[config.mk]
export PLATFORM = sky130hd
export DESIGN_NAME = deseg_hop_stream
export DESIGN_NICKNAME = d
export VERILOG_FILES = /design/src/rtl/deseg_pkg.sv /design/src/rtl/deseg_hop_buf.sv /design/src/rtl/deseg_hop_stream.sv
export SDC_FILE = /design/constraint.sdc
export NUM_CORES = 1
export LEC_CHECK = 0
export ABC_AREA = 0
export BUFFER_PORTS_ARGS = -buffer_cell sky130_fd_sc_hd__buf_2
export CAP_MARGIN = 30
export CORE_ASPECT_RATIO = 0.8
export CORE_MARGIN = 5
export CORE_UTILIZATION = 65
export CTS_BUF_LIST = sky130_fd_sc_hd__clkbuf_8
export CTS_CLUSTER_DIAMETER = 80
export CTS_CLUSTER_SIZE = 40
export DETAILED_ROUTE_END_ITERATION = 8
export PLACE_DENSITY = 0.82
export SLEW_MARGIN = 10
export SYNTH_ARGS = -nofsm -noshare
export SYNTH_HDL_FRONTEND = slang
export SYNTH_SLANG_ARGS = --single-unit
[constraint.sdc]
create_clock -name clk -period 6.15 [get_ports clk]
set_clock_uncertainty 0.15 [all_clocks]
set_input_delay 1.845 -clock clk [delete_from_list [all_inputs] [get_ports clk]]
set_output_delay 1.845 -clock clk [all_outputs]
set_load 0.02 [all_outputs]
[src/rtl/deseg_pkg.sv]
// Shared definitions for the hop de-segmenter: output FSM encoding and the
// parameter legality check used at elaboration.
package deseg_pkg;

  typedef enum logic [1:0] {
    ST_IDLE = 2'd0,
    ST_EMIT = 2'd1,
    ST_GAP  = 2'd2
  } state_t;

  // Hop index must address every hop sample, the hop must fit in a segment,
  // and the segment counter must be able to represent SEG_SIZE exactly.
  function automatic bit params_legal(input int awidth, input int hawidth,
                                      input int seg_size, input int shift_size);
    return (shift_size > 0) &&
           ((1 << hawidth) >= shift_size) &&
           (shift_size <= seg_size) &&
           ((1 << awidth) > seg_size);
  endfunction

endpackage

[src/rtl/deseg_hop_buf.sv]
// Ping-pong hop storage: two banks of 2^HAWIDTH words, addressed as {bank, idx}.
// One synchronous write port, one asynchronous read port.
module deseg_hop_buf
  #(parameter int BWIDTH  = 16,
    parameter int HAWIDTH = 4)
  (input  logic              clk,
   input  logic              we,
   input  logic [HAWIDTH:0]  waddr,
   input  logic [BWIDTH-1:0] wdata,
   input  logic [HAWIDTH:0]  raddr,
   output logic [BWIDTH-1:0] rdata);

  logic [BWIDTH-1:0] mem [2**(HAWIDTH+1)];

  always_ff @(posedge clk) begin
    if (we) mem[waddr] <= wdata;
  end

  assign rdata = mem[raddr];

endmodule

[src/rtl/deseg_hop_stream.sv]
// Rebuilds a chronological sample stream from newest-first segments by keeping
// the SHIFT_SIZE newest samples of each. Optional length check: DESEG_LEN_CHECK_EN.
//
// Output handshake: a sample transfers on a rising edge where y_valid & y_ready;
// once raised, y_valid and y_o hold unchanged until that transfer happens.
module deseg_hop_stream
  import deseg_pkg::*;
  #(parameter int BWIDTH     = 16,
    parameter int AWIDTH     = 9,
    parameter int HAWIDTH    = 4,
    parameter int SEG_SIZE   = 420,
    parameter int SHIFT_SIZE = 12)
  (input  logic              clk,
   input  logic              reset,
   input  logic [BWIDTH-1:0] x_i,
   input  logic              load,
   input  logic              done,
   output logic [BWIDTH-1:0] y_o,
   output logic              y_valid,
   input  logic              y_ready,
   output logic              overflow,
   output logic              seg_err,
   output state_t            dbg_state);

  if (!params_legal(AWIDTH, HAWIDTH, SEG_SIZE, SHIFT_SIZE)) begin : g_bad_params
    $error("deseg_hop_stream: illegal AWIDTH/HAWIDTH/SEG_SIZE/SHIFT_SIZE combination");
  end

  localparam logic [AWIDTH-1:0]  CNT_MAX  = '1;
  localparam logic [AWIDTH-1:0]  SHIFT_A  = AWIDTH'(SHIFT_SIZE);
  localparam logic [HAWIDTH-1:0] LAST_IDX = HAWIDTH'(SHIFT_SIZE - 1);
`ifdef DESEG_LEN_CHECK_EN
  localparam logic [AWIDTH-1:0]  SEG_A    = AWIDTH'(SEG_SIZE);
`endif

  logic [AWIDTH-1:0]  in_cnt;
  logic               wbank;
  logic               rbank;
  logic               drop;
  logic [1:0]         full;
  logic               pend_q;
  logic [HAWIDTH-1:0] rd_idx;
  state_t             state;

  logic               first_hit;
  logic               wr_en;
  logic               len_ok;
  logic               commit;
  logic               release_bank;
  logic [HAWIDTH-1:0] wr_idx;
  logic [HAWIDTH-1:0] rd_sel;
  logic [BWIDTH-1:0]  rd_data;

  always_comb begin
    // Drop decision looks only at the registered flag, so a bank freed on this
    // very edge still counts as full.
    first_hit = load && !done && (in_cnt == '0) && full[wbank];
    wr_en     = load && !done && !drop && !first_hit && (in_cnt < SHIFT_A);
    wr_idx    = LAST_IDX - HAWIDTH'(in_cnt);
`ifdef DESEG_LEN_CHECK_EN
    len_ok    = (in_cnt == SEG_A);
`else
    len_ok    = (in_cnt >= SHIFT_A);
`endif
    commit       = done && (in_cnt != '0) && !drop && len_ok;
    release_bank = (state == ST_EMIT) && y_ready && (rd_idx == LAST_IDX);
    rd_sel       = (state == ST_EMIT) ? rd_idx + HAWIDTH'(1) : '0;
  end

  deseg_hop_buf #(.BWIDTH(BWIDTH), .HAWIDTH(HAWIDTH)) u_buf (
    .clk   (clk),
    .we    (wr_en),
    .waddr ({wbank, wr_idx}),
    .wdata (x_i),
    .raddr ({rbank, rd_sel}),
    .rdata (rd_data)
  );

  // Segment intake: counting, drop tracking and bank commit.
  always_ff @(posedge clk or posedge reset) begin
    if (reset) begin
      in_cnt   <= '0;
      wbank    <= 1'b0;
      drop     <= 1'b0;
      overflow <= 1'b0;
    end else begin
      overflow <= first_hit;
      if (done) begin
        if (commit) wbank <= ~wbank;
        in_cnt <= '0;
        drop   <= 1'b0;
      end else if (load) begin
        if (first_hit) drop <= 1'b1;
        if (in_cnt != CNT_MAX) in_cnt <= in_cnt + AWIDTH'(1);
      end
    end
  end

`ifdef DESEG_LEN_CHECK_EN
  always_ff @(posedge clk or posedge reset) begin
    if (reset) seg_err <= 1'b0;
    else       seg_err <= done && (in_cnt != '0) && (in_cnt != SEG_A);
  end
`else
  assign seg_err = 1'b0;
`endif

  // Commit and release always target different banks, so both may land together.
  always_ff @(posedge clk or posedge reset) begin
    if (reset) begin
      full <= 2'b00;
    end else begin
      if (commit)       full[wbank] <= 1'b1;
      if (release_bank) full[rbank] <= 1'b0;
    end
  end

  // pend_q delays visibility of a freshly committed bank by one cycle, so the
  // first sample appears on the second edge after the committing edge.
  always_ff @(posedge clk or posedge reset) begin
    if (reset) begin
      state   <= ST_IDLE;
      rbank   <= 1'b0;
      rd_idx  <= '0;
      y_o     <= '0;
      y_valid <= 1'b0;
      pend_q  <= 1'b0;
    end else begin
      pend_q <= full[rbank];
      case (state)
        ST_IDLE: begin
          if (full[rbank] && pend_q) begin
            y_o     <= rd_data;
            y_valid <= 1'b1;
            rd_idx  <= '0;
            state   <= ST_EMIT;
          end
        end
        ST_EMIT: begin
          if (y_ready) begin
            if (rd_idx == LAST_IDX) begin
              y_valid <= 1'b0;
              rbank   <= ~rbank;
              state   <= ST_GAP;
            end else begin
              rd_idx <= rd_idx + HAWIDTH'(1);
              y_o    <= rd_data;
            end
          end
        end
        ST_GAP:  state <= ST_IDLE;
        default: state <= ST_IDLE;
      endcase
    end
  end

  assign dbg_state = state;

endmodule

==> out/metrics.cfg <==
[status]
outcome = finished clean

[die]
boundaryPins = 42
initial_core_util_pct = 65.36
core_region_area_mm2 = 0.03457
dieWidth_um = 218.5
die_y_um = 176.8
die_area_mm2 = 0.03862
num_rows = 61

[clock_network]
cts.repair.resized = 0
cts_root_buf = clkbuf_8
postCtsHoldBufs = 0
clock_path_buffers = 3
cts_buffers = 18
cts.sinks = 551
post_cts_buffers = 0
cts_tree = yes
htree_levels = 1
clock_latency_ns = 0.64
clk_pin_slew_ns = 0.21

[place]
hpwl_um = 35120
io_buffers = 40
dp_slack_ns = 1.549
gp_congestion = 0.9580
placed_area_mm2 = 0.02323

[grt]
grt_pass1_vias = 13370
track_usage_pct = 30.08
grt_pass1_wl_um = 85670
grt_overflow = 0
antenna_found_initial = 0
grt_max_degree = 77

[logic_synthesis]
ys_ff_latch = 551
syn_inst = 1475
synth_edf_count = 512
synth_commonest_cells = 512 x edfxtp_1, 106 x nor2_1, 86 x a21oi_1
synth_compound_area_share_pct = 11.72
yosysSeqAreaShare_pct = 72.35
async_reset_ff_share_pct = 7.078
synthTopCellsByArea = edfxtp_1 68%, dfrtp_1 4.3%, mux2i_1 3.0%
ys_types = 72
synth.mux.area_fraction_pct = 6.782
synth_top_area_share_pct = 68.03
synth-simple-area-share_pct = 5.442
synth.avg_cell_area_um2 = 15.32
syn_area_mm2 = 0.02260
synth_xor_area_share_pct = 0.4651
ys_warn_count = 0
synth_fp_nets = 1504
synth_fa_ha_area_share_pct = 0.4429
synthFlopType = edfxtp_1
synth.most_common_cell = edfxtp_1
synth_top_area_cell = edfxtp_1
synth_top_family_by_area = compound AO/OA/AOI/OAI gates

[routing]
drc = 0
dr.pass1.iters = 6
via_per_inst = 7.120
wire_per_inst_um = 29.81
via_count = 13970
drtAntennaViolNets = 0
wl_um = 58490
drt_iter0_markers = 2339

[setup_path]
critPathLaunch = done
startpoint_type = input port
r2r_end = y_o[2]
cp.required_ns = 6.38
ff2ff_setup_slack_ns = 2.09
end_kind = register
cp.arrival_ns = 4.36
cp-endpoint = u_buf.mem[16][14]
r2r_start = rd_idx[0]
r2r_cells = 7
crit_type = in2reg
cp_max_fo = 13

[sta]
final_max_slew_viol_count = 0
whs_ns = 0.4117
period_share_pct = 67.21
period_needed_ns = 4.133
slew_headroom_pct = 31.11
setup_ws_ns = 2.017
fmax_ghz = 0.2419
fin_setup_tns_ns = 0
tightest_slew_ns = 1.007
grt_setup_unrepaired = no
hold_violations = 0
setup_viol = 0

[power_and_ir_drop]
p_leak_nw = 7.519
vdd.ir_drop.worst_v = 0.0003037
powerDensity_mw_per_mm2 = 382.7

[layout]
nets = 1512
syn_to_final_growth_pct = 4.407
diodes = 0
drive_above_1_share_pct = 13.89
final_design_area_no_fill_mm2 = 0.02360
utilization_pct = 68.24

[flow_run]
cap_violations = 0

[min_path]
hold_class = reg2reg

cells by family after synthesis:
family	after synthesis
AOI/OAI and AO/OA	384
xor gates and xnor gates	12
adders and majority gates	8
buffers and inverters	117
DFF	551
muxes	136
other	1
and+or+nand+nor	266
sequential cells by signal, summed over array words and instances (netlist names), 2 cells and up:
register and flops:
u_buf.mem 512, y_o 16, in_cnt 9, rd_idx 4, dbg_state 2, full 2
final cells by class:
cell class              count  area [µm²]
repair buffers             95       621.8
well taps                 472       590.6
multi-input cells         807        5653
inverters                  10       38.79
fillers                  2275       10980
clock inverters             8       75.07
flip-flops and latches    551       16350
clock buffers              19       261.5
placed cells by master, fill, tap and decap left out, types with 12 or more instances in the layout:
cell type,synthesis,layout
a211o_1,12,12
o21ai_0,42,42
dfrtp_1,39,38
nor2_1,106,105
a21oi_1,86,86
mux2_2,59,59
a2bb2oi_1,28,28
buf_2,46,40
a211oi_1,22,22
buf_4,13,53
clkbuf_8,0,19
or3_1,22,22
o22ai_1,71,71
o211ai_1,16,16
nand2_1,75,74
edfxtp_1,512,512
o221ai_1,36,36
mux2i_1,68,67
worst min path at each step:
stage              start   endpoint  slack [ns]  cells after the start
2_1_floorplan  rd_idx[1]  rd_idx[1]        0.34                      2
3_3_place_gp     y_valid    y_valid        0.36                      2
3_5_place_dp     y_valid    y_valid        0.38                      2
4_1_cts          y_valid    y_valid        0.41                      2
5_1_grt          full[0]     pend_q        0.45                      1
6_report         y_valid    y_valid        0.41                      2
per-stage QoR:
step | std cells | total power, W
2_1_floorplan | 1475 | 0.006562
3_3_place_gp | 1932 | 0.007552
3_5_place_dp | 1933 | 0.007636
4_1_cts | 1960 | 0.008889
5_1_grt | 1962 | 0.009308
6_report | 1962 | 0.009030
layer usage:
metal / GRT usage (%) / vias up / share of wire (%)
met5: 0 / - / 0
met4: 8.135 / 0 / 3.4
met3: 9.116 / 127 / 15
met2: 44.21 / 1130 / 44
met1: 44.81 / 6912 / 38
li1: - / 5801 / -
power breakdown:
group	switching, W	internal [W]
registers	0.000156	0.00419
logic	0.00228	0.00107
clock network	0.00102	0.000308
total	0.00346	0.00557
critical path: stages:
cell and delay, ns:
buf_2 0.18, nand2b_1 0.18, nor2_1 0.09, o21ai_0 0.08, nor3_1 0.48, nand2_1 0.51, nor2_1 0.69, buf_4 0.30
Note: power is estimated with default switching activity, not from simulation.
